--- src/rtl/nibble_serial_alu_ctrl.sv ---
// Nibble-serial ALU sequencer around a 4-bit look-ahead carry slice.
// Optional SLT support is enabled by defining NIBBLE_ALU_SLT_EN.
module bit4_look_ahead_carry_adder (
    input  logic [3:0] A,
    input  logic [3:0] B,
    input  logic       C_in,
    output logic [3:0] S,
    output logic       C_out,
    output logic [3:0] AND_out,
    output logic [3:0] OR_out,
    output logic [3:0] XOR_out
);
    logic [3:0] w_g;
    logic [3:0] w_p;
    logic [4:0] w_c;

    assign w_g = A & B;
    assign w_p = A ^ B;
    assign w_c[0] = C_in;
    assign w_c[1] = w_g[0] | (w_p[0] & w_c[0]);
    assign w_c[2] = w_g[1] | (w_p[1] & w_g[0])
                  | (w_p[1] & w_p[0] & w_c[0]);
    assign w_c[3] = w_g[2] | (w_p[2] & w_g[1])
                  | (w_p[2] & w_p[1] & w_g[0])
                  | (w_p[2] & w_p[1] & w_p[0] & w_c[0]);
    assign w_c[4] = w_g[3] | (w_p[3] & w_g[2])
                  | (w_p[3] & w_p[2] & w_g[1])
                  | (w_p[3] & w_p[2] & w_p[1] & w_g[0])
                  | (w_p[3] & w_p[2] & w_p[1] & w_p[0] & w_c[0]);

    assign S       = w_p ^ w_c[3:0];
    assign C_out   = w_c[4];
    assign AND_out = w_g;
    assign OR_out  = A | B;
    assign XOR_out = w_p;
endmodule

module nibble_serial_alu_ctrl #(
    parameter int WIDTH = 32
) (
    input  logic             clk_in,
    input  logic             rst_in,
    input  logic             start_in,
    output logic             ready_out,
    input  logic [2:0]       op_in,
    input  logic [WIDTH-1:0] A_in,
    input  logic [WIDTH-1:0] B_in,
    output logic [WIDTH-1:0] result_out,
    output logic             C_out,
    output logic             overflow_out,
    output logic             zero_out,
    output logic             valid_out,
    input  logic             result_ready_in
);
    localparam int NIBBLES = WIDTH / 4;
    localparam int CW = $clog2(NIBBLES);
    localparam logic [CW-1:0] LAST = CW'(NIBBLES - 1);

    localparam logic [2:0] OP_ADD = 3'b000;
    localparam logic [2:0] OP_SUB = 3'b001;
    localparam logic [2:0] OP_AND = 3'b010;
    localparam logic [2:0] OP_OR  = 3'b011;
    localparam logic [2:0] OP_XOR = 3'b100;
    localparam logic [2:0] OP_SLT = 3'b101;

`ifdef NIBBLE_ALU_SLT_EN
    localparam bit SLT_EN = 1'b1;
`else
    localparam bit SLT_EN = 1'b0;
`endif

    typedef enum logic [1:0] {
        S_IDLE,
        S_RUN,
        S_DONE
    } state_t;

    state_t r_state;
    state_t w_state_next;

    logic [WIDTH-1:0] r_a;
    logic [WIDTH-1:0] r_b;
    logic [WIDTH-1:0] r_acc;
    logic [WIDTH-1:0] r_res;
    logic [2:0]       r_op;
    logic [CW-1:0]    r_cnt;
    logic             r_carry;
    logic             r_c;
    logic             r_ovf;
    logic             r_zero;
    logic             r_valid;

    logic [3:0]       w_s;
    logic [3:0]       w_and;
    logic [3:0]       w_or;
    logic [3:0]       w_xor;
    logic             w_c;
    logic [3:0]       w_nib;
    logic             w_arith;
    logic             w_slt;
    logic             w_sub_in;
    logic             w_last;
    logic             w_ovf;
    logic [WIDTH-1:0] w_acc_next;
    logic [WIDTH-1:0] w_final;

    bit4_look_ahead_carry_adder u_slice (
        .A       (r_a[3:0]),
        .B       (r_b[3:0]),
        .C_in    (r_carry),
        .S       (w_s),
        .C_out   (w_c),
        .AND_out (w_and),
        .OR_out  (w_or),
        .XOR_out (w_xor)
    );

    assign w_sub_in = (op_in == OP_SUB) || (SLT_EN && op_in == OP_SLT);
    assign w_slt    = SLT_EN && (r_op == OP_SLT);
    assign w_last   = (r_cnt == LAST);

    always_comb begin
        w_nib   = 4'h0;
        w_arith = 1'b0;
        case (r_op)
            OP_ADD, OP_SUB: begin
                w_nib   = w_s;
                w_arith = 1'b1;
            end
            OP_AND: w_nib = w_and;
            OP_OR:  w_nib = w_or;
            OP_XOR: w_nib = w_xor;
            default: begin
                if (w_slt) begin
                    w_nib   = w_s;
                    w_arith = 1'b1;
                end
            end
        endcase
    end

    // Only meaningful on the top nibble, where bit 3 is the word MSB
    assign w_ovf = w_arith && (r_a[3] == r_b[3]) && (w_s[3] != r_a[3]);
    assign w_acc_next = {w_nib, r_acc[WIDTH-1:4]};
    assign w_final = w_slt ? {{(WIDTH-1){1'b0}}, w_s[3] ^ w_ovf}
                           : w_acc_next;

    always_ff @(posedge clk_in) begin
        if (rst_in) begin
            r_state <= S_IDLE;
        end else begin
            r_state <= w_state_next;
        end
    end

    always_comb begin
        w_state_next = r_state;
        case (r_state)
            S_IDLE: if (start_in) w_state_next = S_RUN;
            S_RUN:  if (w_last) w_state_next = S_DONE;
            S_DONE: if (result_ready_in) w_state_next = S_IDLE;
            default: w_state_next = S_IDLE;
        endcase
    end

    always_ff @(posedge clk_in) begin
        if (rst_in) begin
            r_a     <= '0;
            r_b     <= '0;
            r_acc   <= '0;
            r_res   <= '0;
            r_op    <= '0;
            r_cnt   <= '0;
            r_carry <= 1'b0;
            r_c     <= 1'b0;
            r_ovf   <= 1'b0;
            r_zero  <= 1'b0;
            r_valid <= 1'b0;
        end else begin
            case (r_state)
                S_IDLE: begin
                    if (start_in) begin
                        r_a     <= A_in;
                        r_b     <= w_sub_in ? ~B_in : B_in;
                        r_op    <= op_in;
                        r_cnt   <= '0;
                        r_carry <= w_sub_in;
                    end
                end
                S_RUN: begin
                    r_a     <= r_a >> 4;
                    r_b     <= r_b >> 4;
                    r_acc   <= w_acc_next;
                    r_carry <= w_c;
                    r_cnt   <= r_cnt + 1'b1;
                    if (w_last) begin
                        r_res   <= w_final;
                        r_c     <= w_arith & w_c;
                        r_ovf   <= w_ovf;
                        r_zero  <= (w_final == '0);
                        r_valid <= 1'b1;
                    end
                end
                S_DONE: begin
                    if (result_ready_in) r_valid <= 1'b0;
                end
                default: r_valid <= 1'b0;
            endcase
        end
    end

    assign ready_out    = (r_state == S_IDLE);
    assign result_out   = r_res;
    assign C_out        = r_c;
    assign overflow_out = r_ovf;
    assign zero_out     = r_zero;
    assign valid_out    = r_valid;
endmodule
--- config.mk ---
export PLATFORM = sky130hd
export DESIGN_NAME = nibble_serial_alu_ctrl
export DESIGN_NICKNAME = d
export VERILOG_FILES = /design/src/rtl/nibble_serial_alu_ctrl.sv
export SDC_FILE = /design/constraint.sdc
export NUM_CORES = 1
export LEC_CHECK = 0
export ABC_AREA = 1
export BUFFER_PORTS_ARGS = -buffer_cell sky130_fd_sc_hd__buf_2
export CORE_UTILIZATION = 35
export DETAILED_ROUTE_END_ITERATION = 6
export GPL_TIMING_DRIVEN = 1
export PLACE_DENSITY = 0.64
export SLEW_MARGIN = 10
export SYNTH_ARGS = -nofsm -noshare
export SYNTH_HDL_FRONTEND = slang
export SYNTH_SLANG_ARGS = --single-unit
export TNS_END_PERCENT = 100
--- constraint.sdc ---
create_clock -name clk_in -period 4.7 [get_ports clk_in]
set_input_delay 0.705 -clock clk_in [delete_from_list [all_inputs] [get_ports clk_in]]
set_output_delay 0.705 -clock clk_in [all_outputs]
set_load 0.02 [all_outputs]
### After elaboration in Yosys (flattened, before gate mapping)

Cells that the tools add are included.

| operators by class | value |
|---|---|
| reduce and logical (&&, ||, !) cells | 12 |
| multiplexer cells | 18 |
| equality and inequality tests | 13 |
| add/subtract/negate cells | 1 |
| bitwise gates (word level) | 33 |

Operators by type and width:

| operator | count |
|---|---|
| $pmux W32 S2 | 2 |
| $mux W32 | 3 |
| $logic_not A32 Y1 | 1 |
| $not A32 Y32 | 1 |
| $and A1 B1 Y1 | 17 |
| $pmux W4 S4 | 1 |
| $or A1 B1 Y1 | 10 |
| $xor A4 B4 Y4 | 2 |
| $eq A3 B1 Y1 const B | 2 |
| $eq A3 B2 Y1 const B | 2 |
| $eq A3 B3 Y1 const B | 2 |
| $mux W2 | 3 |
| $ne A2 B2 Y1 const B | 3 |
| $pmux W2 S3 | 1 |
| $pmux W3 S2 | 1 |
| $reduce_and A2 Y1 | 3 |
| $reduce_and A3 Y1 | 2 |
| $and A4 B4 Y4 | 1 |
| $mux W1 | 4 |
| $or A4 B4 Y4 | 1 |
| $add A3 B1 Y3 const B | 1 |
| $logic_not A3 Y1 | 1 |
| $mux W3 | 1 |
| $pmux W1 S3 | 1 |
| 10 further kinds | 11 |

| storage, ports and cells | value |
|---|---|
| output and inout bits | 37 |
| bits of input ports | 71 |
| bits in registers | 141 |
| logic and storage cells | 89 |

### Depth between registers and ports, before layout

| depth | value |
|---|---|
| word-level depth | 8 |
| gate-level depth with buffers | 12 |
| mapped depth without buffers | 12 |

### Modules after synthesis

From an unflattened synthesis, not the netlist that was laid out.

| unflattened totals | value |
|---|---|
| cell total of the unflattened synthesis | 851 |
| area, all modules | 6352.3 um^2 |

By module, submodules not included:

| module | area each (um^2) | times used | cells an instance |
|---|---|---|---|
| nibble_serial_alu_ctrl | 6017.0 | 1 | 794 |
| bit4_look_ahead_carry_adder | 335.3 | 1 | 57 |

### Worst setup path after synthesis

Ideal clock, no wire load.

| timing | value |
|---|---|
| kind | reg-to-reg |
| from | register r_a[2] |
| to | register r_c (netlist: C_out) |
| stages on the path, launching flop included | 9 |
| data arrival time | 1.465 ns |
| path buffers | 0 |
| clock period less this slack | 1.598 ns |
| library setup time | 0.132 ns |
| path slack | 3.102 ns |
| cell sequence | dfxtp_1 inv_1 ha_1 or2_0 nand2_1 a21oi_1 or2_2 nand3_1 a21oi_1 |

| on the way | value |
|---|---|
| cells in the longest elaborated chain, start to end | 7 |
| elaborated cells on any way between the ends | 14 |
| classes of those cells | bitwise: 14 |

Ends and longest elaborated chain:

| element | RTL line | text |
|---|---|---|
| start: declaration | 81 | `logic [WIDTH-1:0] r_a;` |
| start signal: assignment | 183 | `r_a <= A_in;` |
| start signal: assignment | 191 | `r_a <= r_a >> 4;` |
| $and A4 B4 Y4 or $xor A4 B4 Y4 (tied branches) | 17, 18 |  |
| $and A1 B1 Y1, on equally long branches | -- |  |
| $or A1 B1 Y1, or another cell as far along | 26 | `assign w_c[4] = w_g[3] \| (w_p[3] & w_g[2])` |
| $or A1 B1 Y1, or another cell as far along | 27 | `\| (w_p[3] & w_p[2] & w_g[1])` |
| $or A1 B1 Y1 or $and A1 B1 Y1 (tied branches) | 28, 29 |  |
| $or A1 B1 Y1 (*) | 29 | `\| (w_p[3] & w_p[2] & w_p[1] & w_p[0] & w_c[0]);` |
| $and A1 B1 Y1 (*) | 198 | `r_c <= w_arith & w_c;` |
| end signal: assignment | 198 |  |
| end: declaration | 88 | `logic r_c;` |

Every way passes the cells marked *; elsewhere a longest branch is shown, timed or not.
A chain may end at the register's enable or synchronous reset.

### Worst setup path after layout

| timing | value |
|---|---|
| from | register r_state[1] |
| to | register r_carry |

| on the way | value |
|---|---|
| cells in the longest elaborated chain, start to end | 3 |
| elaborated cells on any way between the ends | 6 |
| classes of those cells | eq/ne: 2; mux: 1; reduce/logical: 3 |

Ends and longest elaborated chain:

| element | RTL line | text |
|---|---|---|
| start: declaration | 78 | `state_t r_state;` |
| start signal: assignment | 152 | `r_state <= w_state_next;` |
| $eq A2 B1 Y1 or $logic_not A2 Y1 (tied branches) | 180 | `case (r_state)` |
| $reduce_bool A2 Y1 (no line) or $ne A2 B2 Y1 (tied branches) | -- |  |
| $reduce_and A2 Y1 (no line) | -- |  |
| end signal: assignment | 187 | `r_carry <= w_sub_in;` |
| end signal: assignment | 194 | `r_carry <= w_c;` |
| end: declaration | 87 | `logic r_carry;` |

Several ways; a longest one is shown, not always the timed one.

==> flow_metrics.py <==
metrics = {
    "run_status": {
        "status": "complete, no violations",
    },
    "worst_setup_path": {
        "reg2reg_from": "r_state[1]$_SDFFE_PP0P_",
        "arrival_ns": 3.13,
        "critical_path.startpoint": "r_state[1]$_SDFFE_PP0P_",
        "critPathCaptureType": "register",
        "critPathLaunchType": "register",
        "cp-endpoint": "r_carry$_SDFFE_PP0P_",
        "cp.required_ns": 5.04,
        "crit_type": "reg2reg",
        "reg2reg_to": "r_carry$_SDFFE_PP0P_",
        "r2r_setup_slack_ns": 1.91,
        "crit_fanout": 39,
        "reg2reg_depth": 8,
    },
    "sta": {
        "relSlewSlack": 0.272,
        "tns_ns": 0,
        "fmax_ghz": 0.358,
        "setup_viol": 0,
        "timing.final.crit_period_ns": 2.79,
        "finalHoldViolations": 0,
        "period_share": 0.594,
        "setup_ws_ns": 1.91,
        "worst_slew_pin_slew_ns": 1.09,
        "clock_skew_ns": 0.00915,
        "rsz0062_at_grt": "false",
        "drv_slew": 0,
    },
    "power": {
        "pwr-share-seq": 0.435,
        "power_density_mw_per_mm2": 418,
        "p_sw_uw": 790,
        "power.leakage_nw": 3.00,
        "peakVddDrop_v": 0.000288,
        "p_int_mw": 2.17,
        "clkPwrFrac": 0.455,
        "combinationalPowerShare": 0.110,
        "switching_share": 0.267,
    },
    "clock_network": {
        "hold_buffers": 0,
        "cts-root-buf": "clkbuf_16",
        "cts_buffer_depth": 2,
        "htreeDepth": 4,
        "clk_latency_ns": 0.42,
        "clkSinkCount": 137,
        "postCtsSetupBuffers": 0,
        "cts_tree": "done",
        "clk_pin_slew_worst_paths_ns": 0.06,
        "cts_resized": 0,
        "cts-buffers-inserted": 17,
    },
    "logic_synthesis": {
        "yosys.cell_types.count": 31,
        "ys_ff_latch": 137,
        "seq_area_frac_synth": 0.464,
        "synth_area_leaders": "dfxtp_1 46%, nand2_1 11%, a21oi_1 6.7%",
        "yosys_warnings": 0,
        "synth_area_mm2": 0.00592,
        "synth_fp_nets": 846,
        "synth_top_area_frac": 0.464,
        "synth.avg_cell_area_um2": 7.74,
        "syn_inst": 764,
        "synth_area_leader_cell": "dfxtp_1",
    },
    "routing": {
        "drc": 0,
        "drt_iter0_drc": 324,
        "wl_per_cell_um": 13.2,
        "vias": 5134,
        "first_pass_iters": 5,
        "drtAntennaViolNets": 0,
        "vias_per_cell": 4.77,
        "wl_mm": 14.2,
    },
    "global_route": {
        "grt_pass1_vias": 4723,
        "antenna_found_initial": 0,
        "grt_usage": 0.168,
        "grt_overflow": 0,
        "grt_max_degree": 75,
        "grt_pass1_wl_mm": 23.4,
    },
    "place": {
        "dp_hpwl_mm": 9.30,
        "io_buffers": 107,
        "place_congestion": 0.825,
        "dpl_worst_slack_ns": 1.58,
    },
    "layout": {
        "seq_area_mm2": 0.00274,
        "finalNetCount": 925,
        "synthToLayoutAreaGrowth_pct": 19.8,
        "drive_gt1_frac": 0.180,
        "fillers": 1719,
        "multi_input_area_mm2": 0.00265,
        "n_antenna_cell": 0,
    },
    "flow_run": {
        "drv_cap": 0,
    },
    "floorplan": {
        "die_y_um": 132,
        "core_mm2": 0.0165,
        "start_util": 0.358,
        "dieWidth_um": 132,
        "rows": 47,
        "die-area_mm2": 0.0174,
        "boundaryPins": 108,
    },
    "hold_path": {
        "hold_class": "reg2reg",
    },
}
## Yosys cell counts
library cell  instances
o21ai_0              48
ha_1                 10
or3_1                 1
dfxtp_1             137
or2_0                 1
nor3_2                1
buf_4                 3
nand2_1             167
o221ai_1             28
o211ai_1              5
fa_1                  1
nor2_4                1
nor2_8                1
buf_6                 6
a21oi_1              79
nand4_1               6
inv_2                 3
inv_1                59
nor2_1               83
nand2_2               1
buf_2                26
clkbuf_1             15
and2_1                2
nor2_2                1
nand3_1              11
a211oi_1              5
or2_2                 1
buf_1                 3
a31oi_1              29
nor3_1                2
xnor2_1              28
## critical path, cell delays in order, from the launching register on
cell	delay [ns]
dfxtp_1	0.36
nor2_1	0.10
nand2_1	0.07
buf_4	0.37
inv_2	0.37
nor2_4	0.67
buf_4	0.47
nand2_1	0.09
a31oi_1	0.17
## sequential cells by signal (all words and copies together), names as in the netlist, 2 cells and up
register / flops
r_acc: 28
r_op: 3
result_out: 32
r_cnt: 3
r_a: 32
r_b: 32
r_state: 2
## power groups by stage
stage / Combinational (mW) / Clock (mW) / Sequential, mW
floorplan: 0.254 / 0 / 1.30
global placement: 0.325 / 0 / 1.31
detailed placement: 0.328 / 0 / 1.31
CTS: 0.330 / 1.37 / 1.29
global route: 0.375 / 1.42 / 1.30
finish: 0.327 / 1.35 / 1.29
## cells by family (layout without fill, tap and decap cells)
| kind of cell | count (synthesis) | in the layout | share of synthesized area |
|---|---|---|---|
| fa+ha+maj | 11 | 11 | 0.0245 |
| simple gates | 279 | 279 | 0.190 |
| buf+inv | 115 | 207 | 0.0880 |
| xor+xnor | 28 | 28 | 0.0414 |
| compound gates | 194 | 194 | 0.192 |
| flops | 137 | 137 | 0.464 |
## per-stage QoR
step	util	area [um2]	cells	power (mW)	hold slack [ns]
after detailed placement	0.392	6480	1044	1.64	0.440
after CTS	0.429	7090	1076	2.99	0.448
after global routing	0.429	7090	1076	3.10	0.463
final	0.429	7090	1076	2.96	0.447
after global placement	0.392	6480	1044	1.64	0.433
after floorplan	-	5920	764	1.55	0.424
## routing by layer
| metal | global-route usage | share of wire |
|---|---|---|
| met5 | 0 | 0 |
| met4 | 0.0549 | 0.014 |
| met3 | 0.0584 | 0.068 |
| met2 | 0.250 | 0.42 |
| met1 | 0.226 | 0.49 |
## layout make-up
class / count / share of cell area
clock buffers: 19 / 0.0625
well taps: 220 / 0.0388
multi-input cells: 512 / 0.374
inverters: 62 / 0.0328
flip-flops and latches: 137 / 0.387
repair buffers: 113 / 0.0819
clock inverters: 13 / 0.0224
## worst min-delay path by stage
stage / from / end / cells past startpoint
floorplan: r_a[10]$_SDFFE_PP0P_ / r_a[10]$_SDFFE_PP0P_ / 2
global placement: r_a[15]$_SDFFE_PP0P_ / r_a[15]$_SDFFE_PP0P_ / 2
detailed placement: r_a[15]$_SDFFE_PP0P_ / r_a[15]$_SDFFE_PP0P_ / 2
CTS: r_a[14]$_SDFFE_PP0P_ / r_a[14]$_SDFFE_PP0P_ / 2
global route: r_a[4]$_SDFFE_PP0P_ / r_a[4]$_SDFFE_PP0P_ / 2
finish: r_a[12]$_SDFFE_PP0P_ / r_a[12]$_SDFFE_PP0P_ / 2
## cells in the final DEF (no fill, tap or decap), drive strengths merged, types with 10 or more instances in the layout
| cell type | synthesis | routed |
|---|---|---|
| o221ai | 28 | 28 |
| nand2 | 168 | 168 |
| clkbuf | 15 | 19 |
| nand3 | 11 | 11 |
| inv | 62 | 68 |
| buf | 38 | 113 |
| ha | 10 | 10 |
| a21oi | 79 | 79 |
| o21ai | 48 | 48 |
| a31oi | 29 | 29 |
| dfxtp | 137 | 137 |
| nor2 | 86 | 86 |
| xnor2 | 28 | 28 |
No activity file was read; power rests on OpenSTA's default activity.
